File: config.mk
export PLATFORM = sky130hd
export DESIGN_NAME = shifter_sll_seq
export DESIGN_NICKNAME = d
export VERILOG_FILES = /design/src/rtl/shifter_sll_seq_pkg.sv /design/src/rtl/shifter_sll_seq_stage.sv /design/src/rtl/shifter_sll_seq.sv
export SDC_FILE = /design/constraint.sdc
export NUM_CORES = 1
export LEC_CHECK = 0
export ABC_CLOCK_PERIOD_IN_PS = 5050
export CORE_ASPECT_RATIO = 1.25
export CORE_MARGIN = 2
export CORE_UTILIZATION = 30
export CTS_BUF_LIST = sky130_fd_sc_hd__clkbuf_4 sky130_fd_sc_hd__clkbuf_8 sky130_fd_sc_hd__clkbuf_16
export DETAILED_ROUTE_END_ITERATION = 10
export SYNTH_ARGS = -nofsm -noshare
export SYNTH_HDL_FRONTEND = slang
export SYNTH_SLANG_ARGS = --single-unit
File: constraint.sdc
create_clock -name i_clk -period 5.05 [get_ports i_clk]
set_clock_uncertainty 0.1 [all_clocks]
set_input_delay 1.2625 -clock i_clk [delete_from_list [all_inputs] [get_ports i_clk]]
set_output_delay 1.2625 -clock i_clk [all_outputs]
set_load 0.05 [all_outputs]
File: src/rtl/shifter_sll_seq_pkg.sv
// Shared ALU definitions: function codes, shifter FSM states and default widths.
package shifter_sll_seq_pkg;

  // Defaults shared by the left and right shifters.
  localparam int unsigned AluWidth  = 32;
  localparam int unsigned AluShamtW = 5;

  // ALU function codes.
  localparam logic [5:0] FnSll = 6'b000000;
  localparam logic [5:0] FnSrl = 6'b000010;

  // Sequential shifter control states.
  typedef enum logic [1:0] {
    StIdle  = 2'd0,
    StShift = 2'd1,
    StDone  = 2'd2
  } shift_state_e;

endpackage

File: src/rtl/shifter_sll_seq_stage.sv
// One log-shifter stage: conditionally shift left by 2**stage, zero fill from the LSB.
module shifter_sll_seq_stage #(
  parameter int unsigned Width  = 32,
  parameter int unsigned StageW = 3
) (
  input  logic [Width-1:0]  i_data,
  input  logic [StageW-1:0] i_stage,
  input  logic              i_en,
  output logic [Width-1:0]  o_data
);

  logic [Width-1:0] w_shifted;

  // Shift distances past the word width simply yield zero.
  assign w_shifted = i_data << (Width'(1) << i_stage);

  // 2:1 select between shifted and pass-through operand.
  assign o_data = i_en ? w_shifted : i_data;

endmodule

File: src/rtl/shifter_sll_seq.sv
// Multi-cycle logical-left shifter: one power-of-two stage per clock, start/busy/done handshake.
// Non-SLL function codes pass i_data_a straight through with a single-cycle latency.
module shifter_sll_seq
  import shifter_sll_seq_pkg::*;
#(
  parameter int unsigned Width   = AluWidth,
  parameter int unsigned ShamtW  = AluShamtW,
  parameter logic [5:0]  SllCode = FnSll
) (
  input  logic             i_clk,
  input  logic             i_rst_n,
  input  logic             i_start,
  input  logic [Width-1:0] i_data_a,
  input  logic [Width-1:0] i_data_b,
  input  logic [5:0]       i_signal,
  output logic             o_busy,
  output logic             o_done,
  output logic [Width-1:0] o_data_out
);

  localparam int unsigned StageW = (ShamtW > 1) ? $clog2(ShamtW) : 1;

  shift_state_e      r_state, w_state_d;
  logic [StageW-1:0] r_stage, w_stage_d;
  logic [ShamtW-1:0] r_amt, w_amt_d;
  logic [Width-1:0]  r_acc, w_acc_d;
  logic [Width-1:0]  r_data_out, w_data_out_d;

  logic             w_accept;
  logic             w_is_sll;
  logic             w_last;
  logic [Width-1:0] w_stage_out;

  // Only the low ShamtW bits of the amount operand matter.
  logic unused_data_b;
  assign unused_data_b = ^i_data_b[Width-1:ShamtW];

  // A request is taken whenever no shift is in flight (idle or the done cycle).
  assign w_accept = i_start && (r_state != StShift);
  assign w_is_sll = (i_signal == SllCode);
  assign w_last   = (r_stage == StageW'(ShamtW - 1));

  shifter_sll_seq_stage #(
    .Width  (Width),
    .StageW (StageW)
  ) u_stage (
    .i_data  (r_acc),
    .i_stage (r_stage),
    .i_en    (r_amt[r_stage]),
    .o_data  (w_stage_out)
  );

  // FSM state register.
  always_ff @(posedge i_clk or negedge i_rst_n) begin
    if (!i_rst_n) begin
      r_state <= StIdle;
    end else begin
      r_state <= w_state_d;
    end
  end

  // FSM next-state logic.
  always_comb begin
    w_state_d = r_state;
    unique case (r_state)
      StIdle, StDone: begin
        if (w_accept) begin
          w_state_d = w_is_sll ? StShift : StDone;
        end else begin
          w_state_d = StIdle;
        end
      end
      StShift: begin
        if (w_last) begin
          w_state_d = StDone;
        end
      end
      default: w_state_d = StIdle;
    endcase
  end

  // FSM outputs decoded from the current state.
  always_comb begin
    o_busy = 1'b0;
    o_done = 1'b0;
    unique case (r_state)
      StShift: o_busy = 1'b1;
      StDone:  o_done = 1'b1;
      default: ;
    endcase
  end

  // Datapath next-state: operand capture, per-stage accumulate, result publish on completion.
  always_comb begin
    w_stage_d    = r_stage;
    w_amt_d      = r_amt;
    w_acc_d      = r_acc;
    w_data_out_d = r_data_out;
    if (w_accept) begin
      if (w_is_sll) begin
        w_acc_d   = i_data_a;
        w_amt_d   = i_data_b[ShamtW-1:0];
        w_stage_d = '0;
      end else begin
        w_data_out_d = i_data_a;
      end
    end else if (r_state == StShift) begin
      w_acc_d = w_stage_out;
      if (w_last) begin
        // Result becomes visible only here, never as a partial accumulator value.
        w_data_out_d = w_stage_out;
        w_stage_d    = '0;
      end else begin
        w_stage_d = r_stage + StageW'(1);
      end
    end
  end

  // Datapath registers.
  always_ff @(posedge i_clk or negedge i_rst_n) begin
    if (!i_rst_n) begin
      r_stage    <= '0;
      r_amt      <= '0;
      r_acc      <= '0;
      r_data_out <= '0;
    end else begin
      r_stage    <= w_stage_d;
      r_amt      <= w_amt_d;
      r_acc      <= w_acc_d;
      r_data_out <= w_data_out_d;
    end
  end

  assign o_data_out = r_data_out;

endmodule

# Yosys cells after proc, flatten, opt, wreduce, memory -nomap -nowiden
# Index checks and enable logic that the tools add are counted.
# totals
reg_bits	74
in_bits	73
word_cells	45
# classes
addsub	1
order_cmp	1
eq_ne	7
shift	2
n_mux	20
reduce_logical	9
# ops
cell	count
2-to-1 mux 32 bit	8
left shift 1 x 3 -> 32 bit, first input constant	1
left shift 32 x 32 -> 32 bit	1
2-to-1 mux 3 bit	4
zero test 6 bit	1
2-to-1 mux 2 bit	3
less-than comparator 3 x 4 -> 1 bit, second input constant	1
!= test 2 x 1 -> 1 bit, second input constant	2
!= test 2 bit, second input constant	2
one-hot mux 2 bit (2 select lines)	1
AND reduction 2 bit	2
nonzero test 2 bit	2
adder 3 x 1 -> 3 bit, second input constant	1
binary-select mux 1 bit (select 3 bit)	1
== test 3 bit, second input constant	1
2-to-1 mux 1 bit	3
AND reduction 3 bit	1
== test 2 x 1 -> 1 bit, second input constant	1
== test 2 bit, second input constant	1
zero test 2 bit	1
OR reduction 2 bit	1
logical AND 1 bit	1

# Longest topological paths before layout
# Gate-level depths: netlist of the first run.
# logic_depth
depth_word	6
mapped_depth	12
ltp_nobuf	9

# Hierarchy
# A second synthesis of the first run with hierarchy kept.
# hier_totals
cells_unflattened	626
hier_area_um2	5282.6
# modules_own_cells
mod	instances	cells_each	area_per_inst_um2	seq_area_each_um2
shifter_sll_seq	1	419	3841.2	1851.8
shifter_sll_seq_stage	1	207	1441.4	0.0

# Least setup slack after synthesis of the first run
# Ideal clock, no wire load.
# synth_timing
kind	in2reg
start	input i_signal[3]
end	register r_acc[9]
arrival_ps	2494
required_time_ps	4809
slack_ps	2315
path_stages	7
cell_sequence	nor2_1 > nand3_1 > nor2_1 > nor2_1 > or3_1 > o21ai_0 > a31oi_1
# synth_via
elab_chain_len	3
# synth_lines
element	line_no	rtl
start, declared	shifter_sll_seq.sv:15	input logic [5:0] i_signal,
zero test 6 bit	shifter_sll_seq.sv:40	assign w_is_sll = (i_signal == SllCode);
!= test 2 x 1 -> 1 bit (no source line)	--	
AND reduction 2 bit (no source line)	--	
end signal, assigned	shifter_sll_seq.sv:129	r_acc <= w_acc_d;
end, declared	shifter_sll_seq.sv:26	logic [Width-1:0] r_acc, w_acc_d;
# Every way passes these cells.
# A chain may end at the register's enable or synchronous reset.

# Final worst setup path of the first run
# layout_timing
start	register r_stage[2]
end	register r_data_out[30] (netlist: o_data_out[30])
# layout_via
elab_chain_len	6
# layout_lines
element	line_no	rtl
start, declared	shifter_sll_seq.sv:24	logic [StageW-1:0] r_stage, w_stage_d;
start signal, assigned	shifter_sll_seq.sv:127	r_stage <= w_stage_d;
left shift 1 x 3 -> 32 bit / binary-select mux 1 bit (select 3 bit) (equally long branches)	shifter_sll_seq_stage.sv:15, shifter_sll_seq.sv:49	
left shift 32 x 32 -> 32 bit / 2-to-1 mux 1 bit (equally long branches)	shifter_sll_seq_stage.sv:15, shifter_sll_seq.sv:49	
2-to-1 mux 32 bit	shifter_sll_seq_stage.sv:18	assign o_data = i_en ? w_shifted : i_data;
2-to-1 mux 32 bit	shifter_sll_seq.sv:109	if (w_last) begin
2-to-1 mux 32 bit	shifter_sll_seq.sv:107	end else if (r_state == StShift) begin
2-to-1 mux 32 bit	shifter_sll_seq.sv:99	if (w_accept) begin
end signal, assigned	shifter_sll_seq.sv:130	r_data_out <= w_data_out_d;
end, declared	shifter_sll_seq.sv:27	logic [Width-1:0] r_data_out, w_data_out_d;
# Parallel ways exist; a longest one is shown, timed or not. The select of a mux whose other input is x is not followed.

==> results of run 1 <==
-- layer usage --
| layer | global-route usage, % | up-vias | part of all wire, % |
|---|---|---|---|
| met3 | 2.05 | 55 | 5.4 |
| met4 | 10.3 | 0 | 4.8 |
| li1 | - | 2551 | - |
| met1 | 25.3 | 2662 | 41 |
| met2 | 33.1 | 257 | 48 |
| met5 | 0 | - | 0 |
-- area by class of cell --
| class | count | area [um^2] | share of cell area [%] |
|---|---|---|---|
| multi-input combinational | 520 | 3440 | 50.4 |
| sequential | 74 | 1850 | 27.1 |
| timing repair buffer | 95 | 908 | 13.3 |
| tap | 228 | 285 | 4.18 |
| clock buffer | 10 | 239 | 3.50 |
| clock inverter | 5 | 78.8 | 1.15 |
| inverter | 7 | 26.3 | 0.385 |
-- registers in the layout, summed over array words and instances (netlist names) --
signal / cells
o_data_out: 32
r_state: 2
r_amt: 5
r_acc: 32
r_stage: 3
-- through the flow --
stage	area (um^2)	hold WS (ps)	instances
3_3_place_gp	6520	353	924
6_report	6830	373	939
3_5_place_dp	6520	360	924
4_1_cts	6830	374	939
5_1_grt	6830	408	939
2_1_floorplan	5600	375	650
-- kinds of logic (layout without fill, tap and decap cells) --
group / count (synthesis) / after routing
flops: 74 / 74
compound gates: 221 / 221
fa+ha+maj: 6 / 6
simple gates: 215 / 215
buf+inv: 56 / 117
mux: 78 / 78
-- power by group --
part           switching, W  internal [W]
clock network      0.000257      0.000442
logic               0.00117      0.000657
registers          0.000188      0.000713
total               0.00161       0.00181
-- critical path, stage by stage, from the launching register on --
cell	delay, ps
dfrtp_1	940
ha_1	640
or3b_1	640
o22ai_1	280
mux2_2	330
mux2i_1	390
o22ai_1	190
mux2_2	300
-- cell usage in the layout (no fill, tap or decap), types with 6 or more instances in the layout --
cell,synthesis,final
nand2_1,88,88
clkdlybuf4s50_1,0,78
nor2_1,78,77
dfrtp_1,74,74
o21ai_0,44,44
mux2i_1,44,44
a21oi_1,34,33
mux2_2,26,26
o22ai_1,23,23
o21ai_1,18,17
a221oi_1,17,17
buf_4,3,17
o31ai_1,14,14
o211ai_1,12,12
a31oi_1,11,11
a211oi_1,10,10
clkbuf_16,0,9
inv_1,6,6
or3_1,6,6
-- worst max path at each step --
stage                                 startpoint                    endpoint  depth (start not counted)
after floorplan                      i_signal[3]        r_acc[9]$_DFFE_PN0P_                          7
after global placement               i_signal[5]        r_acc[9]$_DFFE_PN0P_                         10
after detailed placement  r_stage[2]$_DFFE_PN0P_  o_data_out[30]$_DFFE_PN0P_                          7
after CTS                 r_stage[2]$_DFFE_PN0P_  o_data_out[30]$_DFFE_PN0P_                          7
after global routing      r_stage[2]$_DFFE_PN0P_       r_acc[30]$_DFFE_PN0P_                          7
final                     r_stage[2]$_DFFE_PN0P_  o_data_out[30]$_DFFE_PN0P_                          7
==> results_dict.tcl, run 1 <==
set metrics [dict create \
    rsz0062_at_grt "false" \
    post-place-ws_ps 1230 \
    clkLatencyLatePin_ps 340 \
    synth_mux_area_share_pct 15.2 \
    drt_iter0_drc 632 \
    grt_pass1_vias 5332 \
    setup_viol 0 \
    start_util_pct 30.7 \
    synth_common_cells "88 x nand2_1, 78 x nor2_1, 74 x dfrtp_1" \
    cts.sinks 74 \
    crit_required_ps 5180 \
    synthArstFlopShare_pct 100 \
    h-tree-depth 3 \
    post-synth-top-count-cell "nand2_1" \
    drv.max_cap_violation_count 0 \
    synth_compound_area_share_pct 27.0 \
    relSlewSlack_pct 35.5 \
    synth_flop_cell "dfrtp_1" \
    fin_ws_ps 1130 \
    worstMarginPinSlew_ps 968 \
    yosysTopAreaCellShare_pct 33.1 \
    synth_area_leader_cell "dfrtp_1" \
    power_w 0.00342 \
    overflow 0 \
    final-hold-violation-count 0 \
    core_um2 18200 \
    power.density_nw_per_um2 501 \
    irDropWorstVdd_v 0.000225 \
    area_growth_pct 22.0 \
    vias 5525 \
    syn_avg_cell_area_um2 8.62 \
    globalplace.congestion 0.982 \
    clock_tree.buffer_depth 2 \
    synth_xor_area_share_pct 0 \
    viasPerCell 5.88 \
    synth_edf_count 0 \
    fin_tns_setup_ps 0 \
    post-route-min-period_ps 3920 \
    leakagePower_nw 2.63 \
    hp-start "o_data_out[4]$_DFFE_PN0P_" \
    syn_nets 729 \
    hold_path_class "flop to flop" \
    grtUsageTotal_pct 19.8 \
    grt_max_degree 75 \
    cp_max_fo 25 \
    drtPass1Iterations 5 \
    grt_pass1_wl_um 30600 \
    antenna_found_initial 0 \
    fmax_mhz 255 \
    slew_violations 0 \
    synthAdderAreaFrac_pct 1.34 \
    synth.distinct_cells 76 \
    crit_path_start_kind "flop" \
    ctsRootBufferMaster "clkbuf_16" \
    synthCells 650 \
    cts_buffers 9 \
    holdPathStages 2 \
    dp_hpwl_um 14400 \
    synth_top_family_by_area "compound AO/OA/AOI/OAI gates" \
    finalNetCount 786 \
    synth.area.top_cells "dfrtp_1 33%, mux2i_1 7.9%, nand2_1 5.9%" \
    num_rows 55 \
    wl_per_cell_um 21.0 \
    ant_nets 0 \
    end_kind "flop" \
    r2r_slack_ps 1130 \
    numPortBuffers 79 \
    die_w_um 126 \
    r2r-end "o_data_out[30]$_DFFE_PN0P_" \
    cts_tree "yes" \
    min_to "o_data_out[4]$_DFFE_PN0P_" \
    totalWireLength_um 19800 \
    clkTransAtPathRegs_ps 60 \
    drive_gt1_share_pct 12.4 \
    die_h_um 157 \
    ios 107 \
    cts_setup_buffers 0 \
    reg2reg_depth 7 \
    synth_area_um2 5600 \
    num-fill-cells 1837 \
    ys.warnings.count 0 \
    die_area_um2 19800 \
    drc_errors 0 \
    cts_hold_buffers 0 \
    n_antenna_cell 0 \
    arrival_ps 4050 \
    critPathKind "flop to flop" \
    seq_area_frac_synth_pct 33.1 \
    min_period_over_period_pct 77.6 \
    cts_resized 0 \
    synth_seq_cells 74 \
    worstReg2RegStart "r_stage[2]$_DFFE_PN0P_" \
    synth-simple-area-share_pct 17.7 \
    final_util_pct 37.5 \
    outcome "finished, final reports clean" \
]
Note: power is estimated with default switching activity, not from simulation.
==> run 2: changes to the inputs <==
ABC_CLOCK_PERIOD_IN_PS = 4050   (was 5050)
clock period = 4.05 ns   (was 5.05 ns; I/O delays follow)
==> results_dict.tcl, run 2 (synthesis results as in run 1) <==
set metrics [dict create \
    outcome "finished, final reports clean" \
    num_rows 55 \
    end_kind "flop" \
    fin_ws_ps 622 \
    totalWireLength_um 20000 \
    netSwitchingFraction_pct 46.2 \
    holdWs_ps 368 \
    cts.sinks 74 \
    power_w 0.00439 \
    min_period_over_period_pct 84.7 \
    setup_viol 0 \
    slew_violations 0 \
    ios 107 \
    antenna_found_initial 0 \
    numPortBuffers 79 \
    grt_pass1_wl_um 31100 \
    postLayoutCellArea_um2 6930 \
    cts_setup_buffers 0 \
    grt_pass1_vias 5432 \
    dp_hpwl_um 14900 \
    seqPwrFrac_pct 25.1 \
    cp_max_fo 15 \
    relSlewSlack_pct 35.2 \
    cts_buffers 9 \
    critPathKind "flop to flop" \
    viasPerCell 5.77 \
    power_frac_clock_pct 21.5 \
    die_w_um 126 \
    reg2reg_depth 9 \
    p_int_w 0.00236 \
    layout_common_cells "88 x nand2_1, 78 x clkdlybuf4s50_1, 77 x nor2_1" \
    multi_input_area_um2 3440 \
    clock_tree.buffer_depth 2 \
    finalNetCount 796 \
    n_antenna_cell 0 \
    post-route-min-period_ps 3430 \
    holdPathStages 2 \
    final-hold-violation-count 0 \
    regArea_um2 1850 \
    crit_path_start_kind "flop" \
    hold_path_class "flop to flop" \
    drive_gt1_share_pct 13.6 \
    fin_tns_setup_ps 0 \
    vias 5476 \
    clkTransAtPathRegs_ps 60 \
    globalplace.congestion 1.00 \
    core_um2 18200 \
    drv.max_cap_violation_count 0 \
    die_area_um2 19800 \
    area_growth_pct 23.7 \
    post-place-ws_ps 663 \
    cts_tree "yes" \
    drtPass1Iterations 5 \
    rsz0062_at_grt "false" \
    die_h_um 157 \
    dpl_cell_area_um2 6590 \
    clkLatencyLatePin_ps 340 \
    worstMarginPinSlew_ps 973 \
    arrival_ps 3550 \
    power.density_nw_per_um2 633 \
    num-fill-cells 1829 \
    leakagePower_nw 2.69 \
    grt_max_degree 75 \
    wl_per_cell_um 21.0 \
    drc_errors 0 \
    ctsRootBufferMaster "clkbuf_16" \
    fmax_mhz 292 \
    cts_hold_buffers 0 \
    switchingPower_w 0.00203 \
    layout.cells.most_common "nand2_1" \
    overflow 0 \
    h-tree-depth 3 \
    combPwrFrac_pct 53.4 \
    drt_iter0_drc 505 \
    cts_resized 0 \
    crit_required_ps 4180 \
    ant_nets 0 \
    grtUsageTotal_pct 20.1 \
    irDropWorstVdd_v 0.000261 \
    start_util_pct 30.7 \
]
[run 2: cell count changes in the layout (fill, tap and decap cells not counted), sizes merged]
cell	previous run	this run
clkinvlp	0	1
bufinv	2	3
clkinv	4	2
buf	17	27
[run 2: layout make-up]
cell class / instances / area share [%]
inverters: 7 / 0.379
well taps: 228 / 4.12
repair buffers: 105 / 14.2
flip-flops and latches: 74 / 26.7
clock buffers: 10 / 3.45
multi-input cells: 520 / 49.7
clock inverters: 5 / 1.48
[run 2: power groups by stage]
stage | Sequential (W) | Clock [W] | Combinational, W
6_report | 0.00110 | 0.000945 | 0.00234
5_1_grt | 0.00112 | 0.000997 | 0.00249
4_1_cts | 0.00109 | 0.000962 | 0.00231
3_5_place_dp | 0.00110 | 0 | 0.00230
3_3_place_gp | 0.00110 | 0 | 0.00231
2_1_floorplan | 0.00125 | 0 | 0.00145
[run 2: worst paths after layout]
check | startpoint | endpoint | slack [ps]
worst max-delay path | r_stage[0]$_DFFE_PN0P_ | r_acc[28]$_DFFE_PN0P_ | 620
worst min-delay path | o_data_out[7]$_DFFE_PN0P_ | o_data_out[7]$_DFFE_PN0P_ | 370
worst max register to register | r_stage[0]$_DFFE_PN0P_ | r_acc[28]$_DFFE_PN0P_ | 620
worst min register to register | o_data_out[7]$_DFFE_PN0P_ | o_data_out[7]$_DFFE_PN0P_ | 370
max in group asynchronous | i_rst_n | r_acc[3]$_DFFE_PN0P_ | 2490
min in group asynchronous | i_rst_n | o_data_out[26]$_DFFE_PN0P_ | 720
[run 2: critical path, stage by stage, from the launching register on]
cell and delay, ps:
dfrtp_1 480, ha_1 240, ha_1 510, or3b_1 600, o21ai_0 190, a21oi_1 180, o21ai_0 200, a221oi_1 360
o21ai_1 160, mux2_2 290
[run 2: metal layers]
metal | part of all wire [%] | up-vias | global-route usage (%)
li1 | - | 2563 | -
met1 | 42 | 2623 | 25.5
met2 | 47 | 224 | 32.8
met3 | 4.9 | 66 | 2.87
met4 | 5.8 | 0 | 11.5
met5 | 0 | - | 0
[run 2: per-stage QoR]
stage	instances	utilization, %
2_1_floorplan	650	-
3_3_place_gp	934	36.1
3_5_place_dp	934	36.1
4_1_cts	949	38.0
5_1_grt	949	38.0
6_report	949	38.0
